==> config.mk <==
export PLATFORM = sky130hd
export DESIGN_NAME = note_freq_arbiter
export DESIGN_NICKNAME = d
export VERILOG_FILES = /design/src/rtl/note_freq_arbiter.sv
export SDC_FILE = /design/constraint.sdc
export NUM_CORES = 1
export LEC_CHECK = 0
export CORE_MARGIN = 4
export CORE_UTILIZATION = 39
export DETAILED_ROUTE_END_ITERATION = 16
export PLACE_DENSITY = 0.78
export RECOVER_POWER = 50
export SLEW_MARGIN = 25
export SYNTH_ARGS = -nofsm -noshare
export SYNTH_HDL_FRONTEND = slang
export SYNTH_SLANG_ARGS = --single-unit
==> constraint.sdc <==
create_clock -name clk -period 2.9 [get_ports clk]
set_clock_uncertainty 0.2 [all_clocks]
set_input_delay 0.435 -clock clk [delete_from_list [all_inputs] [get_ports clk]]
set_output_delay 0.435 -clock clk [all_outputs]
set_load 0.03 [all_outputs]
==> src/rtl/note_freq_arbiter.sv <==
// ---------------------------------------------------------------------------
// note_freq_arbiter
//
// Shares one combinational note->frequency table among N_REQ requesters.
// A round-robin arbiter picks one pending requester, registers its note
// onto the table address (lut_note), captures the table result one cycle
// later and presents it for one cycle together with a per-requester ack.
//
// Timing per grant (fixed):
//   cycle T   : IDLE, req seen -> winner and note registered
//   cycle T+1 : LOOKUP, lut_freq captured into freq_out/freq_id
//   cycle T+2 : RESP, freq_valid=1 and ack[winner]=1, ptr advanced
//
// Ports
//   clk        : clock, rising edge
//   rst_n      : synchronous active-low reset
//   req        : per-requester lookup request (level, held until ack)
//   req_note   : packed notes, requester i at [i*NOTE_W +: NOTE_W]
//   ack        : one-cycle completion pulse for the served requester
//   lut_note   : registered note driven to the shared table
//   lut_freq   : combinational table result for lut_note
//   freq_out   : registered frequency (x32 fixed point)
//   freq_id    : requester index that freq_out belongs to
//   freq_valid : one-cycle strobe marking freq_out/freq_id as new
//   busy       : high whenever a lookup is in progress
// ---------------------------------------------------------------------------
module note_freq_arbiter #(
    parameter  int N_REQ  = 4,
    parameter  int NOTE_W = 7,
    parameter  int FREQ_W = 20,
    localparam int ID_W   = (N_REQ > 1) ? $clog2(N_REQ) : 1
) (
    input  logic                    clk,
    input  logic                    rst_n,
    input  logic [N_REQ-1:0]        req,
    input  logic [N_REQ*NOTE_W-1:0] req_note,
    output logic [N_REQ-1:0]        ack,
    output logic [NOTE_W-1:0]       lut_note,
    input  logic [FREQ_W-1:0]       lut_freq,
    output logic [FREQ_W-1:0]       freq_out,
    output logic [ID_W-1:0]         freq_id,
    output logic                    freq_valid,
    output logic                    busy
);

    typedef enum logic [1:0] {
        IDLE   = 2'd0,
        LOOKUP = 2'd1,
        RESP   = 2'd2
    } state_e;

    // Wide-by-one constants so the modulo arithmetic below stays width-clean.
    localparam logic [ID_W:0]   NREQ_W = (ID_W+1)'(N_REQ);
    localparam logic [ID_W-1:0] LAST_ID = ID_W'(N_REQ - 1);

    state_e                       state_q;
    logic [ID_W-1:0]              ptr_q;
    logic [ID_W-1:0]              win_q;
    logic [NOTE_W-1:0]            lut_note_q;
    logic [FREQ_W-1:0]            freq_out_q;
    logic [ID_W-1:0]              freq_id_q;
    logic                         freq_valid_q;
    logic [N_REQ-1:0]             ack_q;

    logic [N_REQ-1:0][NOTE_W-1:0] note_arr;
    logic [ID_W-1:0]              pick;
    logic                         any_req;
    logic [N_REQ-1:0]             ack_d;
    logic [ID_W-1:0]              ptr_d;

    assign note_arr = req_note;

    // Round-robin search ptr, ptr+1, ... (mod N_REQ). Walking the offsets
    // from the far end down lets the nearest requester overwrite the rest,
    // so the final pick is the first requester at or after ptr.
    always_comb begin
        logic [ID_W:0] sum;
        pick    = ptr_q;
        any_req = 1'b0;
        sum     = '0;
        for (int k = N_REQ - 1; k >= 0; k--) begin
            sum = {1'b0, ptr_q} + (ID_W+1)'(k);
            if (sum >= NREQ_W) begin
                sum = sum - NREQ_W;
            end
            if (req[sum[ID_W-1:0]]) begin
                pick    = sum[ID_W-1:0];
                any_req = 1'b1;
            end
        end
    end

    // One-hot ack for the current winner, loaded into ack_q on the
    // LOOKUP->RESP edge so it is visible exactly during RESP.
    always_comb begin
        ack_d        = '0;
        ack_d[win_q] = 1'b1;
    end

    // Pointer moves just past the winner, wrapping at N_REQ-1.
    always_comb begin
        ptr_d = (win_q == LAST_ID) ? '0 : win_q + 1'b1;
    end

    always_ff @(posedge clk) begin
        if (!rst_n) begin
            state_q      <= IDLE;
            ptr_q        <= '0;
            win_q        <= '0;
            lut_note_q   <= '0;
            freq_out_q   <= '0;
            freq_id_q    <= '0;
            freq_valid_q <= 1'b0;
            ack_q        <= '0;
        end else begin
            // Strobes are single-cycle by default.
            freq_valid_q <= 1'b0;
            ack_q        <= '0;
            case (state_q)
                IDLE: begin
                    if (any_req) begin
                        win_q      <= pick;
                        lut_note_q <= note_arr[pick];
                        state_q    <= LOOKUP;
                    end
                end
                LOOKUP: begin
                    // Table output settles from lut_note_q within this cycle.
                    freq_out_q   <= lut_freq;
                    freq_id_q    <= win_q;
                    freq_valid_q <= 1'b1;
                    ack_q        <= ack_d;
                    state_q      <= RESP;
                end
                RESP: begin
                    ptr_q   <= ptr_d;
                    state_q <= IDLE;
                end
                default: begin
                    state_q <= IDLE;
                end
            endcase
        end
    end

    assign ack        = ack_q;
    assign lut_note   = lut_note_q;
    assign freq_out   = freq_out_q;
    assign freq_id    = freq_id_q;
    assign freq_valid = freq_valid_q;
    assign busy       = (state_q != IDLE);

endmodule

# Word level (Yosys, flattened, before mapping)
# Cells that the tools add are included.
# classes
n_addsub	8
multipliers	0
n_div	0
order_cmp	11
n_eq_ne	4
shift	0
n_mux	28
bitwise_logic	0
n_reduce_logical	5
# ops
operator	n
$mux W2	10
$lt A2 B3 Y1 const B	6
$bmux W7 S2	1
$mux W1	10
$ge A3 B3 Y1 const B	3
$bmux W1 S2	4
$sub A2 B1 Y2 const B	4
$mux W7	1
$add A2 B2 Y3 const B	2
$eq A2 B2 Y1 const B	2
$pmux W2 S2	1
$reduce_and A2 Y1	2
$add A2 B1 Y3 const B	1
$ge A2 B3 Y1 const B	1
$add A2 B1 Y2 const B	1
$demux W1 S2	1
$eq A2 B1 Y1 const B	1
$ge A2 B1 Y1 const B	1
$logic_not A2 Y1	1
$ne A2 B2 Y1 const B	1
$reduce_bool A2 Y1	1
$logic_and A1 B1 Y1	1
# totals
ff_bits	40
latch_bits	0
ramBits	0
mem_bits_ro	0
input_bits	54
out_inout_bits	35
wordCells	64
mem_count	0

# Longest topological paths before layout
# depth
word_depth	11
ltp_mapped	6

# Least setup slack after synthesis
# OpenSTA, ideal clock, no wires.
# synth_timing
path_kind	input to register
from	in req[0]
to	reg lut_note_q[0] (netlist: lut_note[0])
setup_ps	122
arrival_time_ps	1846
required_time_ps	2578
setup_slack_ps	732
stages	5
path_buffers	0
path_cell_list	and2b_1 or4_4 nand2_4 mux2_2 a221o_1
# synth_via
elab_chain_len	8
# synth_lines
element	line_no	rtl
start, declared	35	input logic [N_REQ-1:0] req,
$bmux W1 S2	86	if (req[sum[ID_W-1:0]]) begin
$mux W1 (implied by the code)	86	
$mux W2 (4 in a row)	86	
$bmux W7 S2	123	lut_note_q <= note_arr[pick];
$mux W7 (implied by the code)	123	
end signal, assigned	123	
end, declared	59	logic [NOTE_W-1:0] lut_note_q;
# Several ways; a longest one is shown, not always the timed one. The select of a mux whose other input is x is not followed.
# A chain may end at the register's enable or synchronous reset.

# Worst setup path after layout
# layout_timing
from	in req[0]
to	reg lut_note_q[2] (netlist: lut_note[2])
# The elaborated chain is that of the path after synthesis.

==> results.md <==
Power:
- The switching share of total power is 28.7%.
- In this run the power spent charging and discharging nets is approximately 0.00037 W.
- VDD sags by at most around 0.27 mV.
- For this design the static power due to leakage is 1.05 nW.
- The design internal power is 0.000929 W.
- The part of the power in the clock network is about 25%.
- In this run the power density over the cells is between 400 and 500 mW/mm^2.
- Per report_power, the sequential group accounts for 47.3% of the total.
- In this run, the combinational gates consume between 20% and 30% of the power.

Finish:
- The net count reported at finish is roughly 340.
- The area growth from synthesis to layout is 58.1%.
- The share of final-layout standard cells stronger than drive strength 1 is under 10%.
- The number of antenna repair diodes is 0.

Worst setup path:
- The critical-path maximum fanout is 9.
- The data required time at the worst endpoint is roughly 2.9 ns.
- The endpoint of the worst-slack reg-to-reg timing path is lut_note[2].
- STA puts the critical path data arrival time at 2.51 ns.
- The kind of launch point of the worst setup path is an input port.
- The setup path with the least slack is of type in2reg.
- The setup slack of the worst register-to-register path is slightly above 0.6 ns.
- The critical register-to-register path startpoint is ptr_q[0].
- The endpoint kind of the worst setup timing path is a flop.
- The cell depth of the worst flop-to-flop path is 5.

Worst hold path:
- The worst hold path was traced through 2 stages.
- The tightest min-delay check is of the reg2reg type.
- The worst hold path endpoint is freq_out[2].
- The startpoint identified for the worst hold timing path is freq_out[2].

Status:
- The flow ran to the end, and the final reports show no timing, DRC or antenna violations.

Yosys:
- The top cell type by area accounts for 46.9% of the synthesized area.
- The proportion of synthesized chip area in sequential cells is about 47%.
- By area the synthesized netlist is led by dfxtp_1 47%, nand2_1 9.9%, a21oi_1 6.7%.
- The most common cell in the synthesized netlist is nand2_1.
- The total of flip-flops plus latches after synthesis is 40.
- For this run, asynchronously set or reset flops after synthesis account for 0%.
- The mean instance size in the synthesized netlist is around 9 um^2.
- During synthesis, Yosys emitted a total of 0 warnings.
- The distinct cell type count after synthesis is 32.
- The number of cells produced by synthesis is around 190.
- The combined area of all synthesized cells is around 0.0017 mm^2.
- The synthesized design contains 0 enable-type register cells.
- The cell taking the most area after synthesis is dfxtp_1.
- The most used flip-flop cell after synthesis is dfxtp_1.
- After synthesis, the most frequently instantiated cells are 45 x nand2_1, 40 x dfxtp_1, 23 x a21oi_1.
- The number of nets in the synthesized netlist is approximately 250.

Timing:
- For the pin with the worst max-slew slack, the measured transition is roughly 1.3 ns.
- The top achievable clock speed is ~0.39 GHz.
- Setup violations remaining at the end of the flow were counted as 0.
- The count of final max-slew check failures is 0.
- The final worst hold slack is 0.251 ns.
- The worst-case headroom to the max-slew limit is about 16%.
- The worst path uses between 80 and 90% of the clock period.
- In the final timing run, aggregate negative setup slack is 0 ns.
- Counting I/O delays and the setup requirement, the final critical path takes between 2 and 3 ns.
- The final-report hold violation count is 0.
- Setup repair after global routing left no endpoint under its margin.

Global routing:
- The via count of the first global-routing pass is approximately 1600.
- The number of antenna violations at the first check in global routing is 0.
- The maximum number of pins on one net before global-route repair is 29.
- The wire length of the first global-routing pass is 7220 um.
- The total routing usage reported by global routing is around 17%.
- The residual overflow from global routing is 0.

Flow run:
- The tool flagged a number of max-cap violations equal to 0.

Place:
- The number of buffer cells added on primary ports is 88.
- The detailed-placement wirelength estimate is roughly 3300 um.
- The global placement routability congestion is between 0.7 and 0.8.

Clocking:
- The number of levels the H-tree was split into is 2.
- The buffer cell driving the clock tree root is clkbuf_8.
- Clock tree synthesis inserted a total of 5 buffers.
- The count of clock tree sinks is 40.
- The later pin in the worst-skew pair is clocked with a latency of between 0.2 and 0.3 ns.
- For this design, the CTS-stage hold fixing added 0 buffers.
- TritonCTS built the clock tree.
- Clock-pin slew was measured on the worst setup and hold paths at 0.07 ns.
- The deepest clock path buffer count is 2.
- The setup fix buffers added after clock tree synthesis is 0.
- The number of instances resized during post-cts repair is 0.

Route:
- The routed via count divided by cell count is ~4.9.
- The total number of vias is around 1600.
- The first detailed-routing pass ran for 4 iterations.
- Once detail routing completed, the nets flagged for antenna violations numbered 0.
- For this block, the routed nets add up to between 4000 and 5000 um of wire.
- The routed wire length per instance is 14.0 um.
- The number of DRC violations after detailed routing is 0.
- The detailed router's first-iteration violation count is between 90 and 100.

Floorplanning:
- The number of rows in the core area is 23.
- The initial standard-cell utilization of the core is between 40% and 50%.
- The core region area is approximately 0.0041 mm^2.
- Pin placement for this block handled approximately 90 I/O pins.
- The height of the die is roughly 74 um.
- The die covers between 0.005 and 0.006 mm^2.
- The die is between 70 and 80 um wide.
[per-stage QoR]
| stage | total power, W | worst slack [ns] | utilization (%) | cell area (um^2) | cells |
|---|---|---|---|---|---|
| 3_5_place_dp | 0.000999 | 0.0731 | 64.3 | 2650 | 322 |
| 5_1_grt | 0.00137 | 0.307 | 65.6 | 2700 | 327 |
| 3_3_place_gp | 0.000995 | 0.114 | 64.3 | 2650 | 322 |
| 2_1_floorplan | 0.000818 | 0.732 | - | 1710 | 189 |
| 4_1_cts | 0.00132 | 0.366 | 65.9 | 2710 | 327 |
| 6_report | 0.00130 | 0.357 | 65.6 | 2700 | 327 |
[placed cells by master (no fill, tap or decap), drive strengths merged, types with 5 or more instances in the layout]
master,count
clkdlybuf4s50,81
nand2,46
dfxtp,40
a21oi,23
nor2,9
mux2,7
a22o,7
a221o,7
dlygate4sd3,7
clkbuf,7
inv,5
and3,5
[critical path, cell delays in order]
cell	delay [ns]
clkdlybuf4s50_1	0.51
and2b_1	0.22
or4_4	0.53
nand2_4	0.14
mux2_2	0.35
a221o_1	0.32
[worst max-delay path by stage]
stage,startpoint,endpoint,slack (ns),cells past startpoint
4_1_cts,req[0],lut_note[2],0.37,6
3_5_place_dp,req[0],lut_note[1],0.07,6
2_1_floorplan,req[0],lut_note[0],0.73,5
3_3_place_gp,req[0],lut_note[1],0.11,6
6_report,req[0],lut_note[2],0.36,6
5_1_grt,req[0],lut_note[2],0.31,6
[kinds of logic after synthesis]
logic type | count (synthesis) | synth area share, %
DFF | 40 | 46.9
buffers and inverters | 15 | 3.74
muxes | 11 | 6.97
and+or+nand+nor | 76 | 22.0
AOI/OAI and AO/OA | 43 | 17.4
adders and majority gates | 4 | 2.93
[power groups by stage]
| stage | logic, W | registers, W | clock network, W |
|---|---|---|---|
| global placement | 0.000367 | 0.000628 | 0 |
| floorplan | 0.000122 | 0.000696 | 0 |
| detailed placement | 0.000371 | 0.000628 | 0 |
| CTS | 0.000374 | 0.000616 | 0.000332 |
| global route | 0.000395 | 0.000621 | 0.000355 |
| finish | 0.000366 | 0.000616 | 0.000320 |
[area by class of cell]
| class | count | area [um^2] |
|---|---|---|
| multi-input combinational | 134 | 837 |
| timing repair buffer | 93 | 911 |
| clock buffer | 5 | 68.8 |
| tap | 50 | 62.6 |
| sequential | 40 | 801 |
| inverter | 5 | 18.8 |
| fill | 360 | 1420 |
[sequential cells by signal (all words and copies together) (netlist names)]
| name | flops |
|---|---|
| win_q | 2 |
| freq_valid | 1 |
| ack | 4 |
| ptr_q | 2 |
| state_q | 2 |
| freq_id | 2 |
| freq_out | 20 |
| lut_note | 7 |
[routing by layer]
| metal | global-route usage, % | part of all wire (%) | routed length [um] |
|---|---|---|---|
| met1 | 19.9 | 44 | 2020 |
| met2 | 28.8 | 48 | 2170 |
| met3 | 5.27 | 7.2 | 328 |
| met4 | 6.04 | 1.0 | 46 |
| met5 | 0 | 0 | 0 |
Power figures use the tool's default switching activity.
